[config.mk]
export PLATFORM = sky130hd
export DESIGN_NAME = mem_responder
export DESIGN_NICKNAME = d
export VERILOG_FILES = /design/src/rtl/mem_pkg.sv /design/src/rtl/mem_arbiter.sv /design/src/rtl/mem_responder.sv
export SDC_FILE = /design/constraint.sdc
export NUM_CORES = 1
export LEC_CHECK = 0
export ABC_AREA = 1
export CAP_MARGIN = 40
export CORE_MARGIN = 2
export CORE_UTILIZATION = 38
export DETAILED_ROUTE_END_ITERATION = 10
export PLACE_DENSITY = 0.89
export SYNTH_ARGS = -nofsm -noshare
export SYNTH_HDL_FRONTEND = slang
export SYNTH_SLANG_ARGS = --single-unit
[constraint.sdc]
create_clock -name CLK -period 1.3 [get_ports CLK]
set_input_delay 0.39 -clock CLK [delete_from_list [all_inputs] [get_ports CLK]]
set_output_delay 0.39 -clock CLK [all_outputs]
set_load 0.005 [all_outputs]
[src/rtl/mem_pkg.sv]
// mem_pkg: shared types and defaults for the memory responder
package mem_pkg;
   localparam int MEM_ADDR_W      = 32;
   localparam int MEM_DATA_W      = 32;
   localparam int MEM_TIMEOUT_CYC = 255;
   typedef enum logic [1:0] {IDLE, DACC, IACC, RESP} memstate_t;
   typedef logic [MEM_DATA_W-1:0] word_t;
   typedef logic [MEM_ADDR_W-1:0] addr_t;
endpackage

[src/rtl/mem_arbiter.sv]
// mem_arbiter: data-priority grant that alternates to fetch after a data grant under contention
module mem_arbiter (
   input  logic i_clk,
   input  logic i_rst_n,
   input  logic i_dreq,
   input  logic i_ireq,
   input  logic i_take,
   output logic o_gnt_d,
   output logic o_gnt_i
);
   logic r_last_d;
   // data wins unless the previous grant was data and a fetch is waiting
   always_comb begin
      o_gnt_d = i_dreq & (~i_ireq | ~r_last_d);
      o_gnt_i = i_ireq & ~o_gnt_d;
   end
   // remember who was granted last so contention alternates
   always_ff @(posedge i_clk or negedge i_rst_n)
      if (!i_rst_n) r_last_d <= 1'b0;
      else if (i_take) r_last_d <= o_gnt_d;
endmodule

[src/rtl/mem_responder.sv]
// mem_responder: arbitrates fetch/data requests onto a single-ported RAM; MEM_TIMEOUT_EN adds an access timeout
module mem_responder
   import mem_pkg::*;
#(
   parameter int ADDR_W      = MEM_ADDR_W,
   parameter int DATA_W      = MEM_DATA_W,
   parameter int TIMEOUT_CYC = MEM_TIMEOUT_CYC
) (
   input  logic              CLK,
   input  logic              nRST,
   input  logic              iREN,
   input  logic [ADDR_W-1:0] iaddr,
   output logic              ihit,
   output logic [DATA_W-1:0] iload,
   input  logic              dREN,
   input  logic              dWEN,
   input  logic [ADDR_W-1:0] daddr,
   input  logic [DATA_W-1:0] dstore,
   output logic              dhit,
   output logic [DATA_W-1:0] dload,
   output logic              ramREN,
   output logic              ramWEN,
   output logic [ADDR_W-1:0] ramaddr,
   output logic [DATA_W-1:0] ramstore,
   input  logic [DATA_W-1:0] ramload,
   input  logic              ramready,
   output logic              ramerr
);
   memstate_t         r_state;
   logic              w_gnt_d, w_gnt_i, w_take, w_tmo, w_done;
   logic [DATA_W-1:0] w_load;

   if (TIMEOUT_CYC < 1 || TIMEOUT_CYC > 255) begin : g_bad_tmo
      $error("TIMEOUT_CYC must fit the 8-bit access counter");
   end

   assign w_take = (r_state == IDLE) & (dREN | dWEN | iREN);

   mem_arbiter u_arb (
      .i_clk   (CLK),
      .i_rst_n (nRST),
      .i_dreq  (dREN | dWEN),
      .i_ireq  (iREN),
      .i_take  (w_take),
      .o_gnt_d (w_gnt_d),
      .o_gnt_i (w_gnt_i)
   );

`ifdef MEM_TIMEOUT_EN
   logic       r_err;
   logic [7:0] r_cnt;
   logic       w_acc;
   assign w_acc  = (r_state == DACC) | (r_state == IACC);
   assign w_tmo  = w_acc & ~ramready & (r_cnt + 8'd1 == 8'(TIMEOUT_CYC));
   assign w_load = ramready ? ramload : '0;
   assign ramerr = r_err;
   // count access cycles (zero on every entry) and latch a sticky error on expiry
   always_ff @(posedge CLK or negedge nRST)
      if (!nRST) begin
         r_cnt <= '0;
         r_err <= 1'b0;
      end else begin
         r_cnt <= w_acc ? r_cnt + 8'd1 : 8'd0;
         r_err <= r_err | w_tmo;
      end
`else
   assign w_tmo  = 1'b0;
   assign w_load = ramload;
   assign ramerr = 1'b0;
`endif

   assign w_done = ramready | w_tmo;

   // transaction FSM: latch request on IDLE exit, drive RAM until done, pulse hit in RESP
   always_ff @(posedge CLK or negedge nRST)
      if (!nRST) begin
         r_state  <= IDLE;
         ihit     <= 1'b0;
         dhit     <= 1'b0;
         ramREN   <= 1'b0;
         ramWEN   <= 1'b0;
         ramaddr  <= '0;
         ramstore <= '0;
         iload    <= '0;
         dload    <= '0;
      end else begin
         ihit <= 1'b0;
         dhit <= 1'b0;
         unique case (r_state)
            IDLE:
               if (w_gnt_d) begin
                  r_state  <= DACC;
                  ramREN   <= dREN & ~dWEN;
                  ramWEN   <= dWEN;
                  ramaddr  <= daddr;
                  ramstore <= dstore;
               end else if (w_gnt_i) begin
                  r_state <= IACC;
                  ramREN  <= 1'b1;
                  ramWEN  <= 1'b0;
                  ramaddr <= iaddr;
               end
            DACC:
               if (w_done) begin
                  if (ramREN) dload <= w_load;
                  dhit    <= 1'b1;
                  ramREN  <= 1'b0;
                  ramWEN  <= 1'b0;
                  r_state <= RESP;
               end
            IACC:
               if (w_done) begin
                  iload   <= w_load;
                  ihit    <= 1'b1;
                  ramREN  <= 1'b0;
                  r_state <= RESP;
               end
            RESP: r_state <= IDLE;
            default: r_state <= IDLE;
         endcase
      end
endmodule

==> results of run 1 <==
## synth_stat cells (all sizes together)
| library cell | count | area (um^2) |
|---|---|---|
| o21ai | 65 | 325 |
| nand3b | 31 | 233 |
| nor2 | 3 | 30.0 |
| dfrtp | 135 | 3380 |
| a21oi | 2 | 21.3 |
| nand4 | 1 | 6.26 |
| conb | 1 | 3.75 |
| ha | 5 | 62.6 |
| clkbuf | 14 | 52.6 |
| buf | 21 | 134 |
| nand3 | 36 | 180 |
| nand2 | 282 | 1080 |
| inv | 77 | 289 |
## layout make-up
| cell class | instances | area share (%) |
|---|---|---|
| Tap cell | 188 | 2.33 |
| Timing Repair inverter | 3 | 0.335 |
| Clock buffer | 23 | 4.64 |
| Timing Repair Buffer | 387 | 32.0 |
| Sequential cell | 135 | 33.5 |
| Multi-Input combinational cell | 426 | 22.5 |
| Inverter | 77 | 3.20 |
| Clock inverter | 7 | 1.44 |
## through the flow
stage	power (W)	setup TNS (ps)	worst slack, ps	cells
4_1_cts	0.0215	-8620	-98.1	1198
5_1_grt	0.0251	-25310	-225	1246
3_5_place_dp	0.0166	-54870	-591	1119
6_report	0.0236	-12080	-166	1246
3_3_place_gp	0.0162	-48010	-515	1119
2_1_floorplan	0.0109	-1130	-23.0	673
## flip-flops by register name, summed over array words and instances (netlist names), 2 cells and up
name and count:
r_state 2, dload 32, iload 32, ramstore 32, ramaddr 32
## what timing repair did
| item | 4_1_cts | 5_1_grt |
|---|---|---|
| cloned | 4 | 10 |
| resized for setup | 554 | 137 |
| endpoints found under the hold margin | 25 | 0 |
| setup buffers | 44 | 44 |
| hold buffers | 1 | 0 |
| pin swaps | 2 | 30 |
| setup endpoints to repair | 265 | 266 |
## tightest hold or removal path, cell delays in order (launching register included)
cell                      delay, ps
sky130_fd_sc_hd__dfrtp_1        330
sky130_fd_sc_hd__nand2_1         50
sky130_fd_sc_hd__nand2_1         50
## where the power goes
part / switching [W] / internal, W / leakage (nW) / total (W)
Combinational: 0.00545 / 0.00577 / 3.43 / 0.0112
Clock: 0.00174 / 0.00330 / 0.294 / 0.00503
Sequential: 0.00109 / 0.00622 / 1.68 / 0.00730
## path summary, 6_finish.rpt
check,start,to,slack (ps),depth (start not counted)
setup / recovery,r_state[0],ramaddr[27],-170,7
hold / removal,ramaddr[23],ramaddr[23],460,2
setup reg to reg,r_state[0],ramaddr[27],-170,7
hold reg to reg,ramaddr[23],ramaddr[23],460,2
max in group asynchronous,nRST,ramaddr[21],300,3
min in group asynchronous,nRST,iload[17],470,2
## cell families after synthesis
family | count (synthesis) | synth area share (%)
compound gates | 67 | 5.98
fa+ha+maj | 5 | 1.08
buf+inv | 112 | 8.21
flops | 135 | 58.3
other cells | 1 | 0.0647
simple gates | 353 | 26.4
## metal layers
layer  vias up  part of all wire, %  GRT usage, %
met2       257                   52          38.7
met5         -                    0             0
met3        66                  6.2          5.11
li1       2825                    -             -
met1      2810                   38          26.1
met4         0                  3.9          11.4
==> results by stage, run 1 <==
Route:
- The DRC violation total after the first TritonRoute iteration is 297.
- The first detailed-routing pass took 5 iterations.
- The number of remaining DRC errors is 0.
- The number of routed nets with antenna violations is 0.
- Dividing the detail-routed wire length by the instance count gives 16.0 um.
- The routed wire length is 19900 um.
- Using the TritonRoute via totals, the vias-per-cell ratio works out to approximately 4.8.
- The via count of the routed design is roughly 6000.

Worst setup path:
- The largest incremental delay on the critical path is 410 ps.
- The critical path is of the reg -> reg type.
- Data arrives at the worst endpoint at 1810 ps.
- Of all nets on the critical path, the largest fanout is 16.
- The critical-path cell with the highest stage delay is sky130_fd_sc_hd__dfrtp_1.
- Broken down by cell family, the worst path's largest delay share belongs to flip-flops.
- The count of buffering cells on the critical path with inverters included is 3.
- The type of origin of the critical path is a flip-flop.
- The data required time at the worst endpoint is approximately 1700 ps.
- The type of element capturing the critical path is a flip-flop.
- The signal on the critical path passes through inv_2, ha_4, inv_6, a21oi_4, buf_6, nand3_1, nand2_1.

Synthesis:
- The synthesized netlist net count is between 800 and 900.
- Counting distinct cell types in the post-synthesis netlist gives 21.
- After technology mapping, the gate count stands at a little under 700.
- The count of warnings emitted by yosys is 0.
- The synthesized flop and latch total is 135.
- The per-instance average area after synthesis is about 8.6 um^2.
- The post-synthesis instance area is roughly 5800 um^2.
- The sequential share of the synthesized area is about three fifths.

Timing:
- Once routing completed, OpenROAD measured the worst setup slack at -166 ps.
- Dividing the final minimum period by the clock period gives 113%.
- The final setup violation count is around 230.
- The clock skew is about 8.4 ps.
- Setup repair after global routing could not meet its margin everywhere.
- The max-slew violation count is 0.
- The number of failing hold endpoints at the final stage is 0.
- Final hold analysis gives a worst-case slack of around 460 ps.
- For this run, the top clock speed supported by timing is slightly below 0.7 GHz.
- The time the worst path needs with I/O delays and setup is ~1500 ps.

Power and ir drop:
- The worst IR drop on VDD is roughly 1.3 mV.
- For this design the ratio of total power to cell area is between 2000 and 2500 nW/um^2.
- Summed over all cells, the static leakage comes to around 5.4 nW.

Clocking:
- Counting along the longest clock path gives a buffer depth of 2.
- The clock-pin slew on the worst setup and hold paths is about 60 ps.
- Counting every sink on the clock net gives around 140.
- In this run, CTS created clock tree buffers numbering 17.
- The clock reaches the later pin of the worst-skew pair after between 400 and 500 ps.
- The total number of H-tree levels is 4.
- The root buffer cell is sky130_fd_sc_hd__clkbuf_16.
- The CTS tree is yes.

Run status:
- The flow ran to the end, but the final reports show violations.
- The checks that failed: setup timing.

Floorplan:
- The placeable core region is between 15000 and 20000 um^2.
- The placement row count is 45.
- The effective utilization at floorplan is 38.5%.
- The die covers 16300 um^2.
- During I/O placement, the number of pins put on the boundary was about 270.
- In this run the vertical extent of the chip is around 130 um.
- The die is ~130 um wide.

Global route:
- The number of antenna violations at the first check in global routing is 0.
- Global routing used between 20% and 30% of the available tracks.
- The overall overflow remaining after global route is 0.
- The number of global-route vias before repair came to a little under 6000.
- Entering global routing, the biggest net connects 65 pins.
- The first-pass GRT wire length is ~29000 um.

Cells and area:
- The top cell types in the final layout, fill and taps aside, are sky130_fd_sc_hd__nand2_1 (224), sky130_fd_sc_hd__dfrtp_1 (135), sky130_fd_sc_hd__clkdlybuf4s50_1 (132).
- The utilization after layout is 67.0%.
- After filler insertion, the fill cell instance count of the layout stands at 1181.
- From synthesis to final layout, the design area changed by 73.9%.
- At the end of the flow, the number of nets in the layout was around 1200.
- After routing the design area is 10100 um^2.
- Summing all multi-input logic gate instances after layout gives ~2300 um^2.
- The proportion of layout cells with a drive suffix above 1 is 35.3%.
- 0 antenna diodes ended up in the layout.
- Leaving out fill and tap cells, the most frequent cell in the layout is sky130_fd_sc_hd__nand2_1.
- The area of all sequential standard cells is about 3400 um^2.

Flow run:
- The number of max-cap violations is 0.

Placement:
- The quantity of I/O buffers inserted on ports is ~270.
- The congestion estimate from routability-driven global placement came to 0.811.
- The instance area after placement is 8770 um^2.
- The HPWL after detailed placement is 12100 um.

Worst hold path:
- The worst min-delay path class is reg -> reg.
Note: power is estimated with default switching activity, not from simulation.
==> inputs of run 2 (changes only) <==
--- a/config.mk
+++ b/config.mk
@@ -10,7 +10,7 @@
 export CORE_MARGIN = 2
 export CORE_UTILIZATION = 38
 export DETAILED_ROUTE_END_ITERATION = 10
-export PLACE_DENSITY = 0.89
+export PLACE_DENSITY = 0.75
 export SYNTH_ARGS = -nofsm -noshare
 export SYNTH_HDL_FRONTEND = slang
 export SYNTH_SLANG_ARGS = --single-unit
==> run 2 against run 1 <==
The flow still finishes with violations (setup timing); die area stayed put; register-to-register slack improved by 90 ps; clock skew shrank 0.55 ps; routed wire length down 7.5%; worst setup slack gained 90 ps; global-route usage is 0.97 points lower; non-clock buffer count decreased by 10; clock power down 3%; flip-flop and latch count unchanged; highest routed layer is now met5.
==> results by stage, run 2 (synthesized netlist as in run 1, its figures left out) <==
Worst setup path:
- The startpoint of the most critical register-to-register path is r_state[0].
- In this run the critical register-to-register path is captured at ramaddr[13].
- In this run the worst setup path begins at r_state[0].
- The data arrival time of the worst path is ~1700 ps.
- Grouping stages by cell kind, the critical path spends the most delay in flip-flops.
- The maximum fanout count along the critical path is 20.
- The data required time at the worst endpoint is ~1600 ps.
- STA classifies the critical path startpoint as a flip-flop.
- The type of element capturing the critical path is a flip-flop.
- The critical path is of the reg -> reg type.
- The reg-to-reg setup timing slack is -80 ps.
- The largest incremental delay on the critical path is 410 ps.
- The count of buffering cells on the critical path with inverters included is 4.
- The signal on the critical path passes through inv_2, ha_4, inv_6, a21oi_4, inv_4, buf_12, nand2_1, nand2_1.
- The most critical setup path has its endpoint at ramaddr[13].
- The critical path runs through a total of 8 cells.
- For this design, the slowest cell found on the critical path is sky130_fd_sc_hd__dfrtp_1.
- The worst register-to-register path has a depth of 8.
- In this design, the critical path's most frequently occurring cell is sky130_fd_sc_hd__nand2_1.

Floorplan:
- The total area inside the core boundary comes to approximately 15000 um^2.
- The vertical die dimension is roughly 130 um.
- The effective utilization at floorplan is 38.5%.
- The I/O pin total is approximately 270.
- The die covers between 15000 and 20000 um^2.
- The die width is approximately 130 um.
- After floorplanning, the core was divided into between 40 and 50 placement rows.

Power and ir drop:
- Across the VDD grid, the largest voltage drop is ~1.2 mV.
- In this run the static leakage power is 5.31 nW.
- The cell area power density is 2280 nW/um^2.

Global route:
- The first global-routing pass estimated 27500 um of wire.
- Global routing used 21.4% of the available tracks.
- The number of global-route vias before repair is 5530.
- The number of antenna violations at the first check in global routing was 1.
- The overall overflow remaining after global route is 0.
- Entering global routing, the biggest net connects 36 pins.

Route:
- The routed layout has 5685 vias.
- Dividing the detail-routed wire length by the instance count gives roughly 15 um.
- Dividing the detail-routed via count by the number of cells gives about 4.6.
- In this run, the number of DRC markers left after iteration 0 of detailed routing was 345.
- In this run the remaining antenna-violating nets after routing total 0.
- The routed wire length is 18400 um.
- The pre-antenna-repair detailed-routing pass consisted of 6 iterations.
- The number of remaining DRC errors is 0.

Timing:
- Once routing completed, OpenROAD measured the worst setup slack at -76.3 ps.
- For the final database, setup skew stands at 7.80 ps.
- The setup TNS is -3700 ps.
- Setup violations remaining at the end of the flow were counted as between 150 and 200.
- The max-slew violation count is 0.
- Timing would allow up to 0.727 GHz.
- Setup repair after global routing could not meet its margin everywhere.
- Of the available clock period, the critical path in the final layout requires 106%.
- The number of failing hold endpoints at the final stage came to 0.
- The time the worst path needs with I/O delays and setup is ~1400 ps.

Cells and area:
- The number of antenna repair diodes is 0.
- The utilization after layout is 65.0%.
- The cell area after layout is slightly below 10000 um^2.
- The number of inserted filler cells in the final layout is roughly 1300.
- Cells with a size suffix above 1 make up 32.5% of the layout.
- The library cells used most frequently in the layout, excluding fill and tap cells, are sky130_fd_sc_hd__nand2_1 (235), sky130_fd_sc_hd__dfrtp_1 (135), sky130_fd_sc_hd__clkdlybuf4s50_1 (131).
- The library cell used most frequently in the layout, excluding fill and tap cells, is sky130_fd_sc_hd__nand2_1.
- The area added between synthesis and finish is 68.6%.
- After the last flow step, the layout net total stands at 1176.

Clocking:
- The tree is rooted in a sky130_fd_sc_hd__clkbuf_16.
- In this run the number of H-tree levels came out at 4.
- The number of clock buffers added by TritonCTS is 17.
- The later pin in the worst-skew pair is clocked with a latency of 410 ps.
- In this run the deepest clock path goes through 2 buffers.
- The clock-pin slew on the worst setup and hold paths is 60 ps.
- TritonCTS built the clock tree.
- The clock net sink count is around 140.

Placement:
- The instance area after placement is slightly below 9000 um^2.
- The setup slack after placement is -565 ps.
- The HPWL after detailed placement is about 12000 um.
- The last weighted congestion value of the routability-driven placer is just under 0.8.
- The quantity of I/O buffers inserted on ports is 265.

Run status:
- The final reports fail on setup timing.
- The flow ran to the end, but the final reports show violations.

Worst hold path:
- The worst min-delay path class is in -> async.

Flow run:
- The number of max-cap violations is 0.
## run 2: per-layer routing
metal  wire length, um  GRT usage [%]  vias up
li1                  -              -     2803
met1              7540           27.1     2668
met2              9420           35.8      178
met3              1020           4.77       34
met4               438           8.60        2
met5                12              0        -
## run 2: where the power goes
group / switching (W) / internal, W / leakage [nW]
registers: 0.00104 / 0.00621 / 1.68
clock network: 0.00193 / 0.00292 / 0.287
logic: 0.00493 / 0.00525 / 3.34
total: 0.00790 / 0.0144 / 5.31
## run 2: worst min path at each step
stage | from | to | slack, ps | cells after the start
global route | nRST | dload[19] | 460 | 2
floorplan | nRST | dhit | 90 | 0
global placement | nRST | iload[19] | 320 | 1
CTS | nRST | dload[19] | 450 | 2
detailed placement | nRST | dload[19] | 320 | 1
finish | nRST | dload[19] | 440 | 2
## run 2: layout make-up
| class | count | area [um^2] | share of cell area (%) |
|---|---|---|---|
| Clock buffer | 18 | 439 | 4.50 |
| Clock inverter | 14 | 160 | 1.64 |
| Inverter | 77 | 309 | 3.16 |
| Multi-Input combinational cell | 426 | 2120 | 21.7 |
| Sequential cell | 135 | 3380 | 34.6 |
| Tap cell | 188 | 235 | 2.41 |
| Timing Repair Buffer | 377 | 3090 | 31.7 |
| Timing Repair inverter | 3 | 28.8 | 0.295 |
## run 2: what timing repair did
action | 4_1_cts | 5_1_grt
endpoints found under the setup margin | 257 | 264
setup buffers | 29 | 39
cloned | 2 | 8
pin swaps | 5 | 23
hold endpoints to repair | 28 | 0
resized for setup | 556 | 62
hold buffers | 1 | 0
## run 2: worst register-to-register path, stage by stage (launching register included)
cell and delay (ps):
sky130_fd_sc_hd__dfrtp_1 410, sky130_fd_sc_hd__inv_2 90, sky130_fd_sc_hd__ha_4 150, sky130_fd_sc_hd__inv_6 50, sky130_fd_sc_hd__a21oi_4 200, sky130_fd_sc_hd__inv_4 90
sky130_fd_sc_hd__buf_12 160, sky130_fd_sc_hd__nand2_1 70, sky130_fd_sc_hd__nand2_1 50
## run 2: metrics by stage
stage / total power (W) / std cells / hold slack [ps]
after CTS: 0.0207 / 1191 / 454
after global routing: 0.0239 / 1238 / 463
final: 0.0223 / 1238 / 436
after floorplan: 0.0109 / 673 / 94.4
after detailed placement: 0.0168 / 1127 / 325
after global placement: 0.0165 / 1127 / 319
==> inputs of run 3 (changes only) <==
--- a/config.mk
+++ b/config.mk
@@ -11,6 +11,7 @@
 export CORE_UTILIZATION = 38
 export DETAILED_ROUTE_END_ITERATION = 10
 export PLACE_DENSITY = 0.75
+export SLEW_MARGIN = 20
 export SYNTH_ARGS = -nofsm -noshare
 export SYNTH_HDL_FRONTEND = slang
 export SYNTH_SLANG_ARGS = --single-unit
==> results of run 3 <==
The final DEF is identical to that of run 2; final timing and power are the same.
